===== config.mk =====
export PLATFORM = sky130hd
export DESIGN_NAME = doa_sequencer
export DESIGN_NICKNAME = d
export VERILOG_FILES = /design/src/rtl/doa_pkg.sv /design/src/rtl/ram_read_mux.sv /design/src/rtl/doa_sequencer.sv
export SDC_FILE = /design/constraint.sdc
export NUM_CORES = 1
export LEC_CHECK = 0
export ABC_AREA = 0
export CORE_ASPECT_RATIO = 2
export CORE_MARGIN = 2
export CORE_UTILIZATION = 41
export CTS_BUF_LIST = sky130_fd_sc_hd__clkbuf_8 sky130_fd_sc_hd__clkbuf_16
export DETAILED_ROUTE_END_ITERATION = 10
export GPL_TIMING_DRIVEN = 0
export PLACE_DENSITY = 0.85
export SETUP_SLACK_MARGIN = 0.4
export SLEW_MARGIN = 20
export SYNTH_ARGS = -nofsm -noshare
export SYNTH_HDL_FRONTEND = slang
export SYNTH_HIERARCHICAL = 1
export SYNTH_SLANG_ARGS = --single-unit
export TNS_END_PERCENT = 10

===== constraint.sdc =====
create_clock -name clk -period 2.1 [get_ports clk]
set_input_delay 0.63 -clock clk [delete_from_list [all_inputs] [get_ports clk]]
set_output_delay 0.63 -clock clk [all_outputs]
set_load 0.01 [all_outputs]

===== src/rtl/doa_pkg.sv =====
// doa_pkg: shared types and default widths for the DOA frame sequencer.
//   state_t  : sequencer FSM states
//   status_t : result status codes carried on res_status
//   owner_t  : which agent currently drives the FFT_RAM read ports
//   result_t : one published result {bnum, doa, frame, status}
package doa_pkg;

   localparam int DEF_ADDR_W  = 10;
   localparam int DEF_BNUM_W  = 6;
   localparam int DEF_DOA_W   = 8;
   localparam int DEF_FRAME_W = 8;

   typedef enum logic [1:0] {
      IDLE    = 2'd0,
      LAUNCH  = 2'd1,
      WAIT_WB = 2'd2,
      PUBLISH = 2'd3
   } state_t;

   typedef enum logic [1:0] {
      ST_OK      = 2'd0,
      ST_TIMEOUT = 2'd1,
      ST_BADBIN  = 2'd2
   } status_t;

   typedef enum logic [1:0] {
      OWN_NONE = 2'd0,
      OWN_WB   = 2'd1,
      OWN_HOST = 2'd2
   } owner_t;

   typedef struct packed {
      logic [DEF_BNUM_W-1:0]  bnum;
      logic [DEF_DOA_W-1:0]   doa;
      logic [DEF_FRAME_W-1:0] frame;
      status_t                status;
   } result_t;

endpackage


===== src/rtl/ram_read_mux.sv =====
// ram_read_mux: steers the four FFT_RAM read-address ports to their owner.
//   owner               : OWN_WB, OWN_HOST or OWN_NONE
//   wb_addr1..wb_addr4  : weightblock-side addresses (port 1 is the peak bin)
//   host_addr           : host readback address, fanned out to all four ports
//   ram_rdaddr1..4      : addresses driven to the RAMs (0 when nobody owns them)
module ram_read_mux
   import doa_pkg::*;
#(
   parameter int ADDR_W = DEF_ADDR_W
) (
   input  owner_t            owner,
   input  logic [ADDR_W-1:0] wb_addr1,
   input  logic [ADDR_W-1:0] wb_addr2,
   input  logic [ADDR_W-1:0] wb_addr3,
   input  logic [ADDR_W-1:0] wb_addr4,
   input  logic [ADDR_W-1:0] host_addr,
   output logic [ADDR_W-1:0] ram_rdaddr1,
   output logic [ADDR_W-1:0] ram_rdaddr2,
   output logic [ADDR_W-1:0] ram_rdaddr3,
   output logic [ADDR_W-1:0] ram_rdaddr4
);

   always_comb begin
      // NOTE: every output gets a default before the case so no path leaves
      // one unassigned; an unassigned path would infer a latch.
      ram_rdaddr1 = '0;
      ram_rdaddr2 = '0;
      ram_rdaddr3 = '0;
      ram_rdaddr4 = '0;
      unique case (owner)
         OWN_WB: begin
            ram_rdaddr1 = wb_addr1;
            ram_rdaddr2 = wb_addr2;
            ram_rdaddr3 = wb_addr3;
            ram_rdaddr4 = wb_addr4;
         end
         OWN_HOST: begin
            ram_rdaddr1 = host_addr;
            ram_rdaddr2 = host_addr;
            ram_rdaddr3 = host_addr;
            ram_rdaddr4 = host_addr;
         end
         default: ;
      endcase
   end

endmodule


===== src/rtl/doa_sequencer.sv =====
// doa_sequencer: frame-level controller for the beamforming DOA datapath.
//   fft_valid/maxbin_in       : new FFT frame and its peak bin
//   fft_lock                  : holds off the FFT writer while a frame is consumed
//   wb_detectdone/wb_maxbin   : weightblock start pulse and the bin it works on
//   wb_reset                  : reset | one-cycle abort after a watchdog timeout
//   wb_rdaddr2..4, wb_done, wb_bnum, wb_doa : weightblock side
//   host_req/host_addr/host_gnt : host readback arbitration
//   ram_rdaddr1..4            : muxed FFT_RAM read addresses
//   res_*                     : registered result, valid/ready handshake
//   overrun_cnt               : saturating count of dropped frames
module doa_sequencer
   import doa_pkg::*;
#(
   parameter int ADDR_W  = DEF_ADDR_W,
   parameter int BNUM_W  = DEF_BNUM_W,
   parameter int DOA_W   = DEF_DOA_W,
   parameter int FRAME_W = DEF_FRAME_W,
   parameter int MIN_BIN = 1,
   parameter int MAX_BIN = 511,
   parameter int TIMEOUT = 4095
) (
   input  logic               clk,
   input  logic               reset,
   input  logic               fft_valid,
   input  logic [ADDR_W-1:0]  maxbin_in,
   output logic               fft_lock,
   output logic               wb_detectdone,
   output logic [ADDR_W-1:0]  wb_maxbin,
   output logic               wb_reset,
   input  logic [ADDR_W-1:0]  wb_rdaddr2,
   input  logic [ADDR_W-1:0]  wb_rdaddr3,
   input  logic [ADDR_W-1:0]  wb_rdaddr4,
   input  logic               wb_done,
   input  logic [BNUM_W-1:0]  wb_bnum,
   input  logic [DOA_W-1:0]   wb_doa,
   input  logic               host_req,
   input  logic [ADDR_W-1:0]  host_addr,
   output logic               host_gnt,
   output logic [ADDR_W-1:0]  ram_rdaddr1,
   output logic [ADDR_W-1:0]  ram_rdaddr2,
   output logic [ADDR_W-1:0]  ram_rdaddr3,
   output logic [ADDR_W-1:0]  ram_rdaddr4,
   output logic               res_valid,
   input  logic               res_ready,
   output logic [BNUM_W-1:0]  res_bnum,
   output logic [DOA_W-1:0]   res_doa,
   output logic [FRAME_W-1:0] res_frame,
   output logic [1:0]         res_status,
   output logic [7:0]         overrun_cnt
);

   localparam int WD_W = $clog2(TIMEOUT + 1);

   state_t             state_q, state_d;
   logic [FRAME_W-1:0] frame_cnt_q;
   logic               pend_q;
   logic [ADDR_W-1:0]  pend_bin_q;
   logic [FRAME_W-1:0] pend_frame_q;
   logic [ADDR_W-1:0]  cur_bin_q;
   logic [FRAME_W-1:0] cur_frame_q;
   logic [WD_W-1:0]    wd_q;
   result_t            res_q;
   logic               res_valid_q;
   logic               host_gnt_q;
   logic               abort_q;
   logic [7:0]         overrun_q;

   logic               take_new, take_pend, take_any, to_pend, drop;
   logic [ADDR_W-1:0]  sel_bin;
   logic [FRAME_W-1:0] sel_frame;
   logic               bin_ok, done_hit, timeout_hit, xfer;
   owner_t             owner;

   always_comb begin
      // A parked frame has priority over a new one; a new frame arriving in
      // the same cycle the parked one launches is an overrun.
      take_pend   = (state_q == IDLE) && pend_q && !host_gnt_q;
      take_new    = (state_q == IDLE) && fft_valid && !pend_q && !host_gnt_q;
      to_pend     = (state_q == IDLE) && fft_valid && !pend_q && host_gnt_q;
      take_any    = take_pend || take_new;
      drop        = fft_valid && !take_new && !to_pend;
      sel_bin     = take_pend ? pend_bin_q : maxbin_in;
      sel_frame   = take_pend ? pend_frame_q : frame_cnt_q;
      bin_ok      = (sel_bin >= ADDR_W'(MIN_BIN)) && (sel_bin <= ADDR_W'(MAX_BIN));
      done_hit    = (state_q == WAIT_WB) && wb_done;
      // Done wins over a coincident timeout.
      timeout_hit = (state_q == WAIT_WB) && !wb_done && (wd_q == WD_W'(TIMEOUT - 1));
      xfer        = (state_q == PUBLISH) && res_valid_q && res_ready;

      state_d = state_q;
      unique case (state_q)
         IDLE:    if (take_any) state_d = bin_ok ? LAUNCH : PUBLISH;
         LAUNCH:  state_d = WAIT_WB;
         WAIT_WB: if (done_hit || timeout_hit) state_d = PUBLISH;
         PUBLISH: if (xfer) state_d = IDLE;
         default: state_d = IDLE;
      endcase

      owner = OWN_NONE;
      if (state_q == LAUNCH || state_q == WAIT_WB) owner = OWN_WB;
      else if (host_gnt_q)                          owner = OWN_HOST;
   end

   always_ff @(posedge clk) begin
      if (reset) begin
         state_q      <= IDLE;
         frame_cnt_q  <= '0;
         pend_q       <= 1'b0;
         pend_bin_q   <= '0;
         pend_frame_q <= '0;
         cur_bin_q    <= '0;
         cur_frame_q  <= '0;
         wd_q         <= '0;
         res_q        <= '0;
         res_valid_q  <= 1'b0;
         host_gnt_q   <= 1'b0;
         abort_q      <= 1'b0;
         overrun_q    <= '0;
      end else begin
         // NOTE: state registers use non-blocking assignments so every
         // register samples the pre-edge values regardless of statement order.
         state_q <= state_d;

         // Every arriving frame consumes an id, including dropped ones.
         if (fft_valid) frame_cnt_q <= frame_cnt_q + FRAME_W'(1);

         if (to_pend) begin
            pend_q       <= 1'b1;
            pend_bin_q   <= maxbin_in;
            pend_frame_q <= frame_cnt_q;
         end else if (take_pend) begin
            pend_q <= 1'b0;
         end

         if (drop && (overrun_q != 8'hFF)) overrun_q <= overrun_q + 8'd1;

         if (take_any) begin
            cur_frame_q <= sel_frame;
            if (bin_ok) cur_bin_q <= sel_bin;
            else        res_q <= '{bnum: '0, doa: '0, frame: sel_frame, status: ST_BADBIN};
         end

         if (done_hit)
            res_q <= '{bnum: wb_bnum, doa: wb_doa, frame: cur_frame_q, status: ST_OK};
         else if (timeout_hit)
            res_q <= '{bnum: '0, doa: '0, frame: cur_frame_q, status: ST_TIMEOUT};

         if (state_q == LAUNCH)       wd_q <= '0;
         else if (state_q == WAIT_WB) wd_q <= wd_q + WD_W'(1);

         abort_q <= timeout_hit;

         // Registered valid: rises one cycle after entering PUBLISH.
         res_valid_q <= (state_q == PUBLISH) && !xfer;

         // Grant only from a quiet IDLE; once held, it follows host_req.
         if (host_gnt_q) host_gnt_q <= host_req;
         else            host_gnt_q <= host_req && (state_q == IDLE) && !pend_q && !fft_valid;
      end
   end

   assign fft_lock      = (state_q != IDLE);
   assign wb_detectdone = (state_q == LAUNCH);
   assign wb_maxbin     = cur_bin_q;
   assign wb_reset      = reset | abort_q;
   assign host_gnt      = host_gnt_q;
   assign res_valid     = res_valid_q;
   assign res_bnum      = res_q.bnum;
   assign res_doa       = res_q.doa;
   assign res_frame     = res_q.frame;
   assign res_status    = res_q.status;
   assign overrun_cnt   = overrun_q;

   ram_read_mux #(.ADDR_W(ADDR_W)) u_ram_read_mux (
      .owner       (owner),
      .wb_addr1    (cur_bin_q),
      .wb_addr2    (wb_rdaddr2),
      .wb_addr3    (wb_rdaddr3),
      .wb_addr4    (wb_rdaddr4),
      .host_addr   (host_addr),
      .ram_rdaddr1 (ram_rdaddr1),
      .ram_rdaddr2 (ram_rdaddr2),
      .ram_rdaddr3 (ram_rdaddr3),
      .ram_rdaddr4 (ram_rdaddr4)
   );

endmodule


Word level (Yosys, flattened, before mapping)
Cells that the tools add are included.
- output and inout bits: 87
- flip-flop bits (word level): 94
- input port bits: 70
- eq/ne operators: 12
- reduce and logical (&&, ||, !) cells: 42
- mux-type cells: 20
- bitwise logic cells: 2
- add/subtract/negate cells: 3
- order comparisons: 2
- operators with widths (operator ; number):
    24-bit 2-to-1 mux ; 4
    10-bit one-hot mux with 2 select lines ; 4
    1-bit logical AND ; 19
    8-bit by 1-bit adder with 8-bit output (second input constant) ; 2
    12-bit by 1-bit adder with 12-bit output (second input constant) ; 1
    12-bit equality test (second input constant) ; 1
    2-bit 2-to-1 mux ; 6
    10-bit by 1-bit greater-or-equal comparator with 1-bit output (second input constant) ; 1
    10-bit by 9-bit <= comparator with 1-bit output (second input constant) ; 1
    10-bit 2-to-1 mux ; 1
    8-bit 2-to-1 mux ; 1
    8-bit != test (second input constant) ; 1
    2-bit one-hot mux with 4 select lines ; 1
    2-bit AND reduction ; 4
    1-bit zero test ; 7
    2-bit equality test (second input constant) ; 3
    2-bit nonzero test ; 3
    2-bit by 1-bit equality test with 1-bit output (second input constant) ; 2
    2-bit by 1-bit != test with 1-bit output (second input constant) ; 2
    2-bit != test (second input constant) ; 2
    2-bit OR reduction ; 2
    1-bit logical OR ; 3
    1-bit 2-to-1 mux ; 3
    3-bit by 1-bit != test with 1-bit output (second input constant) ; 1
    6 further kinds ; 6

Logic depth before layout (Yosys ltp)
- depth after elaboration: 10
- depth in mapped cells: 9
- mapped depth without buffers: 7

By module
Netlist, hierarchy kept.
- by module, submodules not included (module ; area each (um^2) ; times used ; seq. area each (um^2) ; cells an instance):
    doa_sequencer ; 4007.6 ; 1 ; 1881.8 ; 432
    ram_read_mux ; 489.2 ; 1 ; 0.0 ; 103

Worst setup path after synthesis
Ideal clock, no wire load.
- kind: reg-to-output
- start point: reg state_q[0]
- end point: out ram_rdaddr1[8]
- data required time: 1.470 ns
- slack: -0.105 ns
- cell stages (with the launch flop): 7
- arrival time: 1.575 ns
- path buffers: 1
- cell sequence: dfxtp_1 > inv_1 > ha_1 > nor2b_1 > ha_1 > clkbuf_1 > a21oi_1
- cells in the longest elaborated chain, start to end: 5
- elaborated cells on any way between the ends: 7
- those cells by class: eq/ne: 4; mux: 2; reduce/logical: 1
- RTL lines (element ; RTL line ; source):
    from (decl) ; doa_sequencer.sv:54 ; state_t state_q, state_d;
    from (signal assigned) ; doa_sequencer.sv:122 ; state_q <= state_d;
    2-bit by 1-bit equality test with 1-bit output / 2-bit equality test (equally long branches) ; doa_sequencer.sv:100 ; if (state_q == LAUNCH || state_q == WAIT_WB) owner = OWN_WB;
    1-bit logical OR (*) ; doa_sequencer.sv:100 ;
    2-bit 2-to-1 mux (*) ; doa_sequencer.sv:100 ;
    net owner[0] ; doa_sequencer.sv:72 ; owner_t owner;
    2-bit equality test / 2-bit by 1-bit equality test with 1-bit output (equally long branches) ; ram_read_mux.sv:30 ; unique case (owner)
    10-bit one-hot mux with 2 select lines (*) ; ram_read_mux.sv:30 ;
    to (decl) ; doa_sequencer.sv:39 ; output logic [ADDR_W-1:0] ram_rdaddr1,
Mark *: on every way through the listed nets, which the timed path passes. The rest lies on a longest branch.

Worst setup path in the final report
- start point: reg state_q[0]
- end point: out ram_rdaddr2[7]
- cells in the longest elaborated chain, start to end: 5
- elaborated cells on any way between the ends: 7
- those cells by class: eq/ne: 4; mux: 2; reduce/logical: 1
- RTL lines (element ; RTL line ; source):
    2-bit by 1-bit equality test with 1-bit output / 2-bit equality test (equally long branches) ; doa_sequencer.sv:100 ;
    1-bit logical OR (*) ; doa_sequencer.sv:100 ;
    2-bit 2-to-1 mux (*) ; doa_sequencer.sv:100 ;
    net owner[0] ; doa_sequencer.sv:72 ;
    2-bit equality test / 2-bit by 1-bit equality test with 1-bit output (equally long branches) ; ram_read_mux.sv:30 ;
    10-bit one-hot mux with 2 select lines (*) ; ram_read_mux.sv:30 ;
    to (decl) ; doa_sequencer.sv:40 ; output logic [ADDR_W-1:0] ram_rdaddr2,
Marked as above.

==> flow_summary_export.csv <==
group,metric,value,unit
outcome,status,"finished, violations left",
outcome,violations,"negative setup slack",
placed_design,gp_congestion,0.902,
setup_path,cp-startpoint,"state_q[0]",
finish,fin_util,0.682,
cts,clock_path_buffers,2,
job,cap_violations,0,
finish,largest_register_ffs,12,
setup_path,cp_common_cell,"ha_4",
drt,wl_per_cell,17.8,um
finish,largest-register,"wd_q",
floorplanning,core.rowCount,54,
finish,area_growth,64.0,%
logic_synthesis,syn_nets,616,
finish,fillers,822,
cts,cts_tree,"done",
power,clkPwrFrac,0.198,
timing,report.final.slew_viol_count,0,
drt,wl,15.3,mm
floorplanning,core,10800,um^2
floorplanning,dieWidth,78.1,um
setup_path,reg2regPathDepth,9,
placed_design,io_buffers,155,
drt,dr.pass1.iters,5,
power,total_leakage_power,2.98,nW
logic_synthesis,synth_edf_count,0,
hold_path,hold_depth,2,
timing,final.setup.worst_slack,-0.486,ns
cts,cts_buffers,9,
setup_path,path_delay_family,"buffers and inverters",
floorplanning,initial_core_util,0.416,
global_route,grt_overflow,0,
finish,antenna_cells,0,
power,seq_power_share,0.240,
drt,drc,0,
cts,cts-root-buf,"clkbuf_16",
drt,ant_nets,0,
timing,max_freq,387,MHz
cts,path_clk_slew,0.06,ns
cts,ctsHoldBuffers,0,
global_route,grt_pass1_vias,4812,
logic_synthesis,synth_cell_types,43,
global_route,grt_pass1_wl,23.8,mm
setup_path,timing.rr.start,"state_q[0]",
placed_design,place_area,6640,um^2
global_route,track_usage,0.248,
timing,fin_worst_skew,0.00736,ns
placed_design,pre_cts_ws,-0.686,ns
timing,hold_violations,0,
timing,worst_slew_pin_slew,0.946,ns
timing,rsz0062_at_grt,"yes",
logic_synthesis,ys_ff_latch,94,
timing,post-route-min-period,2.59,ns
global_route,grt_max_degree,16,
finish,drive_above_1_share,0.321,
setup_path,cp.arrival,1.96,ns
setup_path,critPathCaptureType,"primary output",
finish,design_area,7370,um^2
placed_design,place_hpwl,10.7,mm
logic_synthesis,async_reset_ff_frac,0,
setup_path,critical_path_depth,10,
logic_synthesis,synthFlopType,"dfxtp_1",
power,p_switching,3.79,mW
setup_path,crit_chain,"inv_4 > ha_4 > nor2b_4 > inv_2 > ha_4 > buf_6 > buf_16 > nand2_4 > a21oi_4 > buf_2",
logic_synthesis,yosys_warnings,6,
setup_path,crit_buf_inv,5,
cts,clkSinkCount,94,
setup_path,worst_path_max_delay_cell,"dfxtp_2",
cts,clk_latency,0.34,ns
power,pwr_density_cell,1270,nW/um^2
logic_synthesis,synthCells,535,
drt,viasPerCell,5.44,
timing,finalCritPeriodShare,1.23,
logic_synthesis,syn_area,4500,um^2
floorplanning,ios,157,
setup_path,required,1.47,ns
drt,num_vias,4664,
power,irDropWorstVdd,0.854,mV
setup_path,crit_fanout,5,
hold_path,hold_path.class,"reg2reg",
timing,slew_headroom,0.367,
hold_path,hp-start,"pend_frame_q[2]",
setup_path,critPathLaunchType,"flop",
timing,fin_setup_tns,-17.70,ns
finish,finalNetCount,793,
power,intPower,5.55,mW
setup_path,worstSetupPathType,"reg2out",
logic_synthesis,avgSynthCellArea,8.41,um^2
logic_synthesis,ys_seq_area_frac,0.418,
power,power_frac_comb,0.563,
setup_path,slowest_delay,0.36,ns
floorplanning,die_h,152,um
cts,cts.htree.levels,3,
timing,setup_viol,43,
global_route,antenna_found_initial,0,
floorplanning,dieArea,11900,um^2
power,swShare,0.406,
drt,drtIter0Drc,230,
[worst min-delay path: cells and delay by family, from the launching register on]
family,cells,cell delay (ns)
AOI/OAI and AO/OA,1,0.05
DFF,1,0.31
and+or+nand+nor,1,0.05
[layout by cell type, fill, tap and decap left out, drive strengths merged, types with 3 or more instances in the layout]
master,count
a2111oi,7
a211oi,18
a21oi,67
a22o,14
buf,73
bufinv,3
clkbuf,23
clkdlybuf4s15,4
clkdlybuf4s50,57
dfxtp,94
dlygate4sd2,49
ha,11
inv,13
mux2i,20
nand2,99
nand2b,5
nand3,7
nand4,10
nor2,63
nor3,17
nor4,4
o21ai,7
or3,5
xnor2,9
xor2,11
[power groups by stage]
stage	clock, mW	sequential [mW]	combinational [mW]
3_3_place_gp	0	2.24	4.53
3_5_place_dp	0	2.26	4.62
5_1_grt	1.94	2.26	5.58
4_1_cts	1.86	2.22	5.01
6_report	1.84	2.24	5.25
2_1_floorplan	0	2.28	2.97
[repair_timing]
action,4_1_cts,5_1_grt
endpoints found under the hold margin,0,0
setup endpoints to repair,165,106
gates cloned,3,0
pin swaps,22,67
gates resized for setup,297,67
setup buffers,5,3
[metal layers]
metal,GRT usage,up-vias,wire length (um)
li1,-,2210,-
met1,0.242,2219,5210
met2,0.473,183,8480
met3,0.0523,52,836
met4,0.129,0,726
met5,0,-,0
[through the flow]
step	hold WS, ns	total power, mW	instances
3_3_place_gp	0.441	6.77	830
6_report	0.462	9.33	857
5_1_grt	0.489	9.78	857
2_1_floorplan	0.436	5.25	535
3_5_place_dp	0.455	6.88	830
4_1_cts	0.463	9.09	854
[final timing paths]
check | end | slack, ns
setup / recovery | ram_rdaddr2[7] | -0.49
hold / removal | pend_frame_q[2] | 0.46
setup reg to reg | res_frame[6] | -0.08
hold reg to reg | pend_frame_q[2] | 0.46
[Yosys cell counts (3+ instances only)]
cell type   n  area [um^2]
nand3_1     7         35.0
dfxtp_1    94         1880
a22o_1     14          123
nor2_1     63          236
ha_1       11          138
a2111oi_2   7          105
buf_1       3         11.3
buf_2       9         45.0
inv_1      11         41.3
o21ai_0     6         30.0
xnor2_1     9         78.8
mux2i_1    19          190
nor4_1      4         25.0
clkbuf_1   13         48.8
a21oi_1    67          335
buf_6       7         78.8
nor3_1      9         45.0
a211oi_1   18          135
nand2b_1    5         31.3
nand4_1    10         62.6
nor3_2      8         80.1
or3_1       5         31.3
nand2_1    99          372
xor2_1     11         96.3
[layout make-up]
cell class                 instances  area, um^2  share of cell area
tap                              140         175              0.0238
inverter                          11        43.8             0.00594
clock buffer                       9         225              0.0305
buffer                            33         340              0.0461
timing repair buffer             166        1500               0.203
clock inverter                     7         113              0.0153
sequential                        94        1910               0.259
multi-input combinational        397        3070               0.417
[logic make-up after synthesis]
family | count (synthesis) | synth area share
AND/OR/NAND/NOR | 225 | 0.232
AO/OA/AOI/OAI | 121 | 0.181
flip-flops | 94 | 0.418
buffers and inverters | 44 | 0.0518
XOR/XNOR | 20 | 0.0390
multiplexers | 20 | 0.0473
adder cells (fa/ha/maj) | 11 | 0.0306
No activity file was read; power rests on OpenSTA's default activity.
